[src/rtl/mag_cmp_bist.sv]
// Exhaustive self-test sequencer for a combinational WIDTH-bit magnitude comparator.
// Optional macro MAG_BIST_STOP_ON_FAIL_EN ends the sweep at the first mismatching vector.
module mag_cmp_bist #(
   parameter int WIDTH  = 4,
   parameter int SETTLE = 1      // legal range 1..15
) (
   input  logic               clk,
   input  logic               rst,
   input  logic               start,
   output logic [WIDTH-1:0]   a,
   output logic [WIDTH-1:0]   b,
   input  logic               c,
   input  logic               d,
   input  logic               e,
   output logic               busy,
   output logic               done,
   output logic               pass,
   output logic [2*WIDTH:0]   err_cnt,
   output logic               fail_vld,
   output logic [WIDTH-1:0]   fail_a,
   output logic [WIDTH-1:0]   fail_b
);

   localparam int IW = 2 * WIDTH;
   localparam int EW = 2 * WIDTH + 1;

   typedef enum logic [2:0] {
      S_IDLE,
      S_DRIVE,
      S_WAIT,
      S_CHECK,
      S_DONE
   } state_t;

   state_t           state_q, state_d;
   logic [IW-1:0]    idx_q, idx_d;
   logic [3:0]       settle_q, settle_d;
   logic [WIDTH-1:0] a_q, a_d;
   logic [WIDTH-1:0] b_q, b_d;
   logic [EW-1:0]    err_q, err_d;
   logic             fvld_q, fvld_d;
   logic [WIDTH-1:0] fa_q, fa_d;
   logic [WIDTH-1:0] fb_q, fb_d;
   logic             pass_q, pass_d;

   logic [2:0]       exp_flags;
   logic             mismatch;
   logic             last_vec;
   logic             finish;
   logic [EW-1:0]    err_inc;

   // Expectation is taken from the registered operands actually on the bus.
   assign exp_flags = {a_q > b_q, a_q == b_q, a_q < b_q};
   assign mismatch  = ({c, d, e} != exp_flags);
   assign last_vec  = (idx_q == {IW{1'b1}});
   assign err_inc   = (err_q == {EW{1'b1}}) ? err_q : err_q + EW'(1);

`ifdef MAG_BIST_STOP_ON_FAIL_EN
   assign finish = last_vec | mismatch;
`else
   assign finish = last_vec;
`endif

   always_comb begin
      state_d  = state_q;
      idx_d    = idx_q;
      settle_d = settle_q;
      a_d      = a_q;
      b_d      = b_q;
      err_d    = err_q;
      fvld_d   = fvld_q;
      fa_d     = fa_q;
      fb_d     = fb_q;
      pass_d   = pass_q;

      case (state_q)
         S_IDLE, S_DONE: begin
            if (start) begin
               state_d = S_DRIVE;
               idx_d   = '0;
               err_d   = '0;
               fvld_d  = 1'b0;
               fa_d    = '0;
               fb_d    = '0;
               pass_d  = 1'b0;
            end
         end
         S_DRIVE: begin
            a_d      = idx_q[IW-1:WIDTH];
            b_d      = idx_q[WIDTH-1:0];
            settle_d = 4'(SETTLE);
            state_d  = S_WAIT;
         end
         S_WAIT: begin
            // Leaving on the count of 1 gives exactly SETTLE cycles in WAIT.
            settle_d = settle_q - 4'd1;
            if (settle_q <= 4'd1) begin
               state_d = S_CHECK;
            end
         end
         S_CHECK: begin
            if (mismatch) begin
               err_d = err_inc;
               if (!fvld_q) begin
                  fvld_d = 1'b1;
                  fa_d   = a_q;
                  fb_d   = b_q;
               end
            end
            if (finish) begin
               state_d = S_DONE;
               pass_d  = !mismatch && (err_q == '0);
            end else begin
               idx_d   = idx_q + IW'(1);
               state_d = S_DRIVE;
            end
         end
         default: begin
            state_d = S_IDLE;
         end
      endcase
   end

   always_ff @(posedge clk or posedge rst) begin
      if (rst) begin
         state_q  <= S_IDLE;
         idx_q    <= '0;
         settle_q <= '0;
         a_q      <= '0;
         b_q      <= '0;
         err_q    <= '0;
         fvld_q   <= 1'b0;
         fa_q     <= '0;
         fb_q     <= '0;
         pass_q   <= 1'b0;
      end else begin
         state_q  <= state_d;
         idx_q    <= idx_d;
         settle_q <= settle_d;
         a_q      <= a_d;
         b_q      <= b_d;
         err_q    <= err_d;
         fvld_q   <= fvld_d;
         fa_q     <= fa_d;
         fb_q     <= fb_d;
         pass_q   <= pass_d;
      end
   end

   assign a        = a_q;
   assign b        = b_q;
   assign busy     = (state_q == S_DRIVE) || (state_q == S_WAIT) || (state_q == S_CHECK);
   assign done     = (state_q == S_DONE);
   assign pass     = pass_q;
   assign err_cnt  = err_q;
   assign fail_vld = fvld_q;
   assign fail_a   = fa_q;
   assign fail_b   = fb_q;

endmodule

[config.mk]
export PLATFORM = sky130hd
export DESIGN_NAME = mag_cmp_bist
export DESIGN_NICKNAME = d
export VERILOG_FILES = /design/src/rtl/mag_cmp_bist.sv
export SDC_FILE = /design/constraint.sdc
export NUM_CORES = 1
export LEC_CHECK = 0
export CORE_ASPECT_RATIO = 0.75
export CORE_MARGIN = 10
export CORE_UTILIZATION = 38
export CTS_BUF_LIST = sky130_fd_sc_hd__clkbuf_4
export DETAILED_ROUTE_END_ITERATION = 12
export GPL_ROUTABILITY_DRIVEN = 0
export SLEW_MARGIN = 20
export SYNTH_ARGS = -nofsm -noshare
export SYNTH_HDL_FRONTEND = slang
export SYNTH_SLANG_ARGS = --single-unit
export TNS_END_PERCENT = 10
[constraint.sdc]
create_clock -name clk -period 3.03 [get_ports clk]
set_input_delay 0.4545 -clock clk [delete_from_list [all_inputs] [get_ports clk]]
set_output_delay 0.4545 -clock clk [all_outputs]
set_load 0.02 [all_outputs]
==> results.json <==
{
  "row_count": 24,
  "syn_nets": 240,
  "synth_flop_cell": "dfrtp_1",
  "period_minus_slack_ns": 2.41,
  "crit_type": "flop to primary output",
  "start_util": 0.389,
  "async_flop_share": 1.00,
  "hold_path_class": "flop to flop",
  "synth_edf_count": 0,
  "post_drt_wl_per_cell_um": 14.8,
  "track_usage": 0.108,
  "r2r_start": "b[3]",
  "yosys_warnings": 0,
  "worstMarginPinSlew_ns": 0.573,
  "max-vdd-ir-drop_mv": 0.366,
  "finalSetupViolCount": 0,
  "arrival_ns": 1.96,
  "ys_seq_area_frac": 0.466,
  "post_cts_buffers": 0,
  "timing.setup.tns_ns": 0,
  "timing.slew.headroom": 0.617,
  "drive_above_1_share": 0.103,
  "die_area_um2": 9450,
  "dieHeight_um": 86.7,
  "hpwl_um": 3640,
  "syn_to_final_growth_pct": 22.2,
  "clkSlewWorstSetupHoldPaths_ns": 0.13,
  "fin_crit_sh": 0.796,
  "min_to": "pass",
  "avgSynthCellArea_um2": 10.1,
  "synth_cells": 224,
  "wl_um": 5030,
  "power_density_nw_per_um2": 869,
  "r2r_slack_ns": 0.64,
  "cts_buffer_depth": 2,
  "grt_pass1_wl_um": 8450,
  "htreeDepth": 2,
  "critPathRequiredTime_ns": 2.58,
  "ctsHoldBuffers": 0,
  "design_area_um2": 2760,
  "postRouteAntennaNets": 0,
  "diodes": 0,
  "io_pins": 35,
  "p_leak_uw": 0.00118,
  "p_total_uw": 2400,
  "ctsResizeCount": 0,
  "hold_depth": 2,
  "synth_area_leaders": "dfrtp_1 47%, ha_1 5.5%, mux2i_1 4.9%",
  "clockRootBuffer": "clkbuf_4",
  "maxSlewViolCount": 0,
  "worstHoldStart": "pass",
  "postLayoutSetupSlackWorst_ns": 0.619,
  "rsz0062_at_grt": "false",
  "worst_setup_path_end_kind": "primary output",
  "design.core.area_um2": 5800,
  "finalClockSkew_ns": 0.0172,
  "netlist_area_um2": 2260,
  "dpl-instance-area_um2": 2670,
  "synth_cell_type_count": 50,
  "drc_errors": 0,
  "io_buffers": 34,
  "synth.ff_latch_count": 42,
  "hold_violations": 0,
  "avgViaCountPerCell": 5.19,
  "pre_cts_ws_ns": 0.657,
  "critPathLaunchType": "flop",
  "synth.top_cell.area_share": 0.466,
  "grt_max_degree": 43,
  "crit_path_max_fanout": 15,
  "fmax_ghz": 0.415,
  "finalNetCount": 276,
  "routed-via-count": 1760,
  "drt_iter0_markers": 98,
  "rr_worst_depth": 8,
  "r2r-end": "err_cnt[1]",
  "drt_pass1_iterations": 4,
  "cts_buffers": 5,
  "overflow": 0,
  "status": "finished, final reports clean",
  "clock_latency_ns": 0.35,
  "drv_cap": 0,
  "fp.dieW_um": 109,
  "synth_top_area_cell": "dfrtp_1",
  "grt_pass1_vias": 1692,
  "cts_tree": "done",
  "antenna_found_initial": 0,
  "numClockSinks": 42
}
[cell families (layout without fill, tap and decap cells)]
logic type,after synthesis,count (layout),synth area share
compound gates,40,40,0.117
xor+xnor,8,8,0.0311
simple gates,85,85,0.213
fa+ha+maj,10,10,0.0555
mux,16,16,0.0754
flops,42,42,0.466
buf+inv,23,60,0.0421
[state kept, by name, summed over array words and instances (netlist names)]
signal and flops:
a 4, b 4, err_cnt 9, fail_a 4, fail_b 4, fail_vld 1, idx_q 8, pass 1
settle_q 4, state_q 3
[metrics by stage]
stage	utilization	hold slack (ns)	instances
floorplan	-	0.497	224
global placement	0.461	0.474	331
detailed placement	0.461	0.485	331
CTS	0.476	0.517	339
global route	0.476	0.560	339
finish	0.476	0.505	339
[metal layers]
| metal | track usage | vias up | wire [µm] |
|---|---|---|---|
| met5 | 0 | - | 0 |
| met1 | 0.149 | 860 | 2500 |
| met2 | 0.169 | 27 | 2250 |
| met4 | 0.0131 | 0 | 8 |
| met3 | 0.0319 | 2 | 277 |
| li1 | - | 871 | - |
[final cells by class]
cell class / count / area, µm²
fill: 553 / 3040
multi-input combinational: 159 / 1110
sequential: 42 / 1050
timing repair buffer: 36 / 355
tap: 78 / 97.6
inverter: 16 / 60.1
clock buffer: 6 / 45.0
clock inverter: 2 / 37.5
[Yosys cell counts, types with 2 or more instances]
cell type	instances
nor2b_1	2
inv_1	15
nor4b_1	2
clkbuf_1	5
o21ai_0	14
nand3_1	7
ha_1	10
dfrtp_1	42
or2_2	2
nand4_1	4
nand2_1	27
or4_1	2
nor2_1	13
a21oi_1	8
and4_1	2
nor3_1	6
o21ai_1	2
mux2_2	4
and3_1	2
o211ai_1	4
xor2_1	5
mux2i_1	11
xnor2_1	3
nand4b_1	3
o22a_1	2
nor4_1	3
[power breakdown]
group	switching, µW	leakage (µW)	internal [µW]
registers	193	0.000563	704
clock network	195	0.0000419	183
logic	623	0.000570	497
[worst max-delay path by stage]
| stage | startpoint | end | slack (ns) | cells past startpoint |
|---|---|---|---|---|
| after floorplan | err_cnt[0] | err_cnt[5] | 0.77 | 8 |
| after global placement | a[2] | err_cnt[1] | 0.71 | 7 |
| after detailed placement | a[2] | err_cnt[1] | 0.66 | 7 |
| after CTS | state_q[0] | done | 0.58 | 4 |
| after global routing | state_q[0] | done | 0.45 | 4 |
| final | state_q[0] | done | 0.62 | 4 |
[critical path: stages (launching register included)]
cell and delay (ns):
dfrtp_1 0.58, nor2_1 0.28, nand2_1 0.10, inv_1 0.07
clkdlybuf4s50_1 0.59
[layout by cell type (no fill, tap or decap), types with 3 or more instances in the layout]
| master | n |
|---|---|
| dfrtp_1 | 42 |
| nand4b_1 | 3 |
| o21ai_0 | 14 |
| inv_1 | 15 |
| mux2i_1 | 11 |
| nand3_1 | 7 |
| xnor2_1 | 3 |
| nor3_1 | 6 |
| nand2_1 | 27 |
| nand4_1 | 4 |
| a21oi_1 | 8 |
| nor2_1 | 13 |
| xor2_1 | 5 |
| clkbuf_4 | 6 |
| o211ai_1 | 4 |
| nor4_1 | 3 |
| clkdlybuf4s50_1 | 34 |
| ha_1 | 10 |
| mux2_2 | 4 |
Power figures use the tool's default switching activity.
==> variant 1 (same flow settings) <==
Reset style: synchronous (`rst`), changed in one clocked block.
--- a/src/rtl/mag_cmp_bist.sv
+++ b/src/rtl/mag_cmp_bist.sv
@@ -121,7 +121,7 @@
       endcase
    end
 
-   always_ff @(posedge clk or posedge rst) begin
+   always_ff @(posedge clk) begin
       if (rst) begin
          state_q  <= S_IDLE;
          idx_q    <= '0;
Behaviour: differs if rst is asserted again (counterexample within 4 cycles, from zero or initial values and one cycle with rst high); with rst held inactive, the same outputs for 10 cycles.
==> variant 1 against the original RTL <==
  * Worst setup slack gained 90 ps
  * Synthesized area shrank 3.3%
  * Die area shrank 2.6%
  * Cell area shrank 3.5%
  * First-iteration DRC count shrank 6.1%
  * Sequential cell count is the same
  * Routed wire length grew 7.8%
  * Critical path type is now flop to flop
Power is not compared: it rests on default switching activity, and its combinational part moved more than twofold at a synthesized area within 25%.
==> variant 1: results (changes against the original RTL) <==
The tools report the total routed wirelength as 5422 um (+7.8%). The maximum fanout along the worst path works out to 7 (-8). The setup clock skew after layout was 12.69 ps (-4.499 ps); the yosys synthesis warning count was 0 (unchanged).

Yosys instantiated no cell more often than sky130_fd_sc_hd__dfxtp_1. The instance count along the most critical hold path is 2 (unchanged). For this run, the leading register cell type out of synthesis is sky130_fd_sc_hd__dfxtp_1. The run gives 369 (+11%) as the number of placed cells counting well taps. The fraction of synthesis flops using an asynchronous set or reset pin came out at 0% (-100 points).

The logs give 516 (-6.7%) for the count of fill cells added during filler insertion and 1922 (+9.2%) for the number of vias after detailed routing. By area the synthesized netlist is led by sky130_fd_sc_hd__dfxtp_1, sky130_fd_sc_hd__nor2_1, sky130_fd_sc_hd__ha_1, sky130_fd_sc_hd__o32ai_1, sky130_fd_sc_hd__a21oi_1. The tools report the number of nets in the synthesized netlist as 282 (+18%). The flow ran to the end, and the final reports show no timing, DRC or antenna violations. The number of buffers added on ports works out to 34 (unchanged). The fraction of final layout cells with drive strength greater than 1 is 7.973% (-2.4 points), and the number of DRC markers after the initial detailed-route iteration is 92 (-6.1%). In this run the most critical hold path is launched from fail_a[3]$_SDFFE_PP0P_. The number of flip-flops under the largest register name came out at 9 (unchanged). The largest net degree at the start of global routing was 32 (-26%); the post-cts sizing count was 0 (unchanged). Sequential cell area fraction in the yosys report: 38.55% (-8.0 points). Grouping stages by cell kind, the critical path spends the most delay in simple AND/OR/NAND/NOR gates.

For the clock latency of the later-clocked register in the worst-skew pair, the log shows 350 ps (about the same). For the placed wire-length estimate, the log shows 3937 um (+8.1%). The startpoint identified for the worst register-to-register timing path is err_cnt[0]$_SDFFE_PP0P_. The commonest cells after synthesis are sky130_fd_sc_hd__dfxtp_1, sky130_fd_sc_hd__nor2_1, sky130_fd_sc_hd__inv_1, sky130_fd_sc_hd__nand2_1, sky130_fd_sc_hd__a21oi_1.

The global-route wire length before repair was 9094 um (+7.7%); the headroom to the max-slew limit was 63.37% (+1.7 points). Global-route usage over all layers: 11.90% (+1.1 points). The number of standard cells after synthesis is 266 (+19%). The run gives 2 (unchanged) as the number of buffers on the longest clock path. The logs give 1773 (+4.8%) for the number of global-route vias before repair and 43 (-14%) for the number of distinct standard cells referenced by the synthesized netlist.

In this run the worst setup path begins at err_cnt[0]$_SDFFE_PP0P_. The average detailed-routed wire length per instance was 14.42 um (-2.8%); the delay of the slowest critical-path stage was 370 ps (-220 ps). The run gives 4 (unchanged) as the count of TritonRoute iterations in the first routing pass. The largest individual stage delay along the critical path comes from the cell sky130_fd_sc_hd__dfxtp_1. The tools report the final net count as 317 (+15%).

For the data arrival time of the worst path, the log shows 2590 ps (+630 ps).
[variant 1: worst min-delay path: stages, from the launching register on]
cell	delay [ps]
sky130_fd_sc_hd__dfxtp_1	330
sky130_fd_sc_hd__inv_1	40
sky130_fd_sc_hd__o32ai_1	70
[variant 1: worst paths after layout]
| kind | slack [ps] | endpoint |
|---|---|---|
| worst max-delay path | 710 | err_cnt[8]$_SDFFE_PP0P_ |
| worst max register to register | 710 | err_cnt[8]$_SDFFE_PP0P_ |
| worst min-delay path | 490 | fail_a[3]$_SDFFE_PP0P_ |
| worst min register to register | 490 | fail_a[3]$_SDFFE_PP0P_ |
[variant 1: stage by stage]
stage / utilization (%) / setup WS [ps] / area, um^2 / power (mW)
final: 48.88 / 709.2 / 2659 / 1.410
after global routing: 48.88 / 534.0 / 2659 / 1.519
after CTS: 48.88 / 711.7 / 2659 / 1.424
after detailed placement: 47.92 / 741.5 / 2606 / 1.141
after global placement: 47.92 / 776.6 / 2606 / 1.135
after floorplan: - / 885.3 / 2181 / 1.007
[variant 1: kinds of logic after synthesis]
group,share of synthesized area [%]
AOI/OAI and AO/OA,19.97
DFF,38.55
muxes,2.754
buffers and inverters,5.910
adders and majority gates,5.737
and+or+nand+nor,22.72
xor gates and xnor gates,4.361
[variant 1: power by group through the flow]
| stage | logic, mW | registers [mW] | clock network, mW |
|---|---|---|---|
| detailed placement | 0.470 | 0.671 | 0 |
| finish | 0.470 | 0.659 | 0.281 |
| global route | 0.533 | 0.671 | 0.315 |
| floorplan | 0.366 | 0.640 | 0 |
| global placement | 0.465 | 0.671 | 0 |
| CTS | 0.472 | 0.659 | 0.293 |
[variant 1: layout make-up]
cell class / instances / area share, %
repair buffers: 39 / 14.21
inverters: 22 / 3.106
clock buffers: 7 / 1.976
flip-flops and latches: 42 / 31.62
well taps: 75 / 3.529
multi-input cells: 191 / 45.55
[variant 1: metal layers]
metal | track usage [%] | vias up | routed length (um)
met2 | 17.33 | 36 | 2273
met4 | 3.632 | 0 | 53
met5 | 0 | - | 0
met3 | 3.139 | 5 | 322
li1 | - | 1010 | -
met1 | 16.62 | 871 | 2773
==> variant 2 (same settings) <==
Without the edit above. `WIDTH`: 4 -> 6.
--- a/src/rtl/mag_cmp_bist.sv
+++ b/src/rtl/mag_cmp_bist.sv
@@ -1,7 +1,7 @@
 // Exhaustive self-test sequencer for a combinational WIDTH-bit magnitude comparator.
 // Optional macro MAG_BIST_STOP_ON_FAIL_EN ends the sweep at the first mismatching vector.
 module mag_cmp_bist #(
-   parameter int WIDTH  = 4,
+   parameter int WIDTH  = 6,
    parameter int SETTLE = 1      // legal range 1..15
 ) (
    input  logic               clk,
Ports: changed (5 resized); port bits go from 35 to 47. The function was not compared with the original's and may differ.
==> variant 2 against the original RTL <==
  * Synthesized area is 37% higher
  * Hold slack worse by 51 ps
  * Worst setup slack worse by 150 ps
  * Routed wire length is 57% higher
  * Die area is 29% higher
  * Cell area is 40% higher
  * Total power is 24% higher
  * Sequential cell count is 16 higher
  * Global-route usage is 2.2 points higher
  * Highest routed layer unchanged
==> variant 2: results (changes against the original RTL) <==
The run finished with clean final reports. In this run the worst hold path is classified as primary input to async pin. The tools report the placed instance area as 3727 um^2 (+39%).

Depth of the worst register-to-register path: 7 (-1). In this design, the largest share of critical-path delay is due to simple AND/OR/NAND/NOR gates. The placed wire-length estimate is 5812 um (+60%), and the fraction of final layout cells with drive strength greater than 1 is 9.184% (-1.2 points). For the number of placed cells counting well taps, the log shows 481 (+45%). The clock latency of the later-clocked register in the worst-skew pair is 400 ps (+50 ps), and the remaining global-route overflow is 0 (unchanged).

The tools report the count of TritonRoute iterations in the first routing pass as 4 (unchanged). For the total routed wirelength, the log shows 7874 um (+57%). The depth of the CTS H-tree came out at 3 (+1). The run gives 404 (+46%) as the final net count.

The root buffer cell was sky130_fd_sc_hd__clkbuf_4. The delay of the slowest critical-path stage came out at 500 ps (-90 ps). The logs give 150 (+53%) for the number of DRC markers after the initial detailed-route iteration and 17.61 ps (+0.4208 ps) for the setup clock skew after layout. The run gives 349 (+45%) as the number of nets in the synthesized netlist. The tools report the number of buffers inserted to repair setup after CTS as 0 (unchanged). In the synthesized netlist, the cells that appear most often are sky130_fd_sc_hd__dfrtp_1, sky130_fd_sc_hd__nand2_1, sky130_fd_sc_hd__nor2_1. The run gives 46.89% (+0.30 points) as the sequential cell area fraction in the yosys report. The number of buffers added on ports was 46 (+35%). Actual transition at the worst max-transition pin: 680.8 ps (+107.8 ps). By area the synthesized netlist is led by sky130_fd_sc_hd__dfrtp_1, sky130_fd_sc_hd__nand2_1, sky130_fd_sc_hd__mux2i_1, sky130_fd_sc_hd__ha_1, sky130_fd_sc_hd__o21ai_0. For the global-route usage over all layers, the log shows 13.05% (+2.2 points).

The clock input transition at the sequential cells of the worst setup and hold paths works out to 110 ps (-20 ps). Global-route wire length before repair: 13500 um (+60%). The tools report the leakage component of the power as 1.645 nW (+40%).

The logs give 2561 (+51%) for the number of global-route vias before repair and 9 (+4) for the CTS buffer count. The setup slack after placement was 499.6 ps (-157.6 ps); the maximum fanout along the worst path was 6 (-9). The number of flip-flops under the largest register name came out at 13 (+4). Worst supply voltage drop on vdd: 0.4636 mV (+27%). The largest net degree at the start of global routing is 31 (-28%), and the ratio of routed vias to standard cells is 5.183 (-0.17%).

Average cell area after synthesis: 9.324 um^2 (-7.4%). On the critical path, the stage with the largest delay is an instance of sky130_fd_sc_hd__or4_1. The data arrival time of the worst path is 2870 ps (+910 ps), and the number of distinct standard cells referenced by the synthesized netlist is 43 (-14%). The average detailed-routed wire length per instance works out to 15.84 um (+6.8%).
-- variant 2: changes by cell type in the layout (fill, tap and decap cells not counted), moves of 10 or more --
| cell | unedited run | this run |
|---|---|---|
| sky130_fd_sc_hd__dfrtp_1 | 42 | 58 |
| sky130_fd_sc_hd__nor2_1 | 13 | 28 |
| sky130_fd_sc_hd__nand2_1 | 27 | 41 |
| sky130_fd_sc_hd__clkdlybuf4s50_1 | 34 | 46 |
| sky130_fd_sc_hd__inv_1 | 15 | 26 |
| sky130_fd_sc_hd__o21ai_0 | 14 | 24 |
-- variant 2: cells by family (layout without fill, tap and decap cells) --
| logic type | count (synthesis) | after routing | synth area share, % |
|---|---|---|---|
| compound gates | 71 | 71 | 14.39 |
| fa+ha+maj | 11 | 11 | 4.446 |
| xor+xnor | 12 | 12 | 3.395 |
| simple gates | 121 | 121 | 19.20 |
| mux | 20 | 20 | 6.709 |
| flops | 58 | 58 | 46.89 |
| buf+inv | 39 | 99 | 4.972 |
-- variant 2: path summary, 6_finish.rpt --
check / from / end / slack, ps
min in group clk: fail_b[3]$_DFFE_PP0P_ / fail_b[3]$_DFFE_PP0P_ / 520
setup reg to reg: a[5]$_DFFE_PP0P_ / pass$_DFFE_PP0P_ / 470
hold reg to reg: fail_b[3]$_DFFE_PP0P_ / fail_b[3]$_DFFE_PP0P_ / 520
max in group asynchronous: rst / err_cnt[0]$_DFFE_PP0P_ / 1970
setup / recovery: a[5]$_DFFE_PP0P_ / pass$_DFFE_PP0P_ / 470
hold / removal: rst / fail_a[4]$_DFFE_PP0P_ / 450
-- variant 2: worst reg2reg max path: stages, from the launching register on --
cell and delay (ps):
sky130_fd_sc_hd__dfrtp_1 440, sky130_fd_sc_hd__ha_1 350, sky130_fd_sc_hd__nand4_2 150, sky130_fd_sc_hd__or4_1 500
sky130_fd_sc_hd__a32o_2 290, sky130_fd_sc_hd__a21o_1 250, sky130_fd_sc_hd__or3_1 370, sky130_fd_sc_hd__a21oi_1 120
-- variant 2: layer usage --
layer | up-vias | part of all wire (%) | global-route usage (%)
met5 | - | 0 | 0
met4 | 0 | 0.61 | 3.664
met3 | 4 | 5.5 | 3.890
met2 | 52 | 42 | 18.37
met1 | 1239 | 52 | 18.65
li1 | 1281 | - | -
-- variant 2: layout make-up --
cell class	instances	area, um^2
Tap cell	105	131.4
Clock buffer	10	75.07
Sequential cell	58	1451
Inverter	27	101.3
Multi-Input combinational cell	235	1495
Fill cell	793	4058
Timing Repair Buffer	56	548.0
Clock inverter	6	57.56
-- variant 2: power by group --
group / leakage [nW] / internal [mW] / switching (mW)
clock network: 0.0675 / 0.254 / 0.296
registers: 0.786 / 0.910 / 0.188
logic: 0.791 / 0.556 / 0.762
total: 1.64 / 1.72 / 1.25
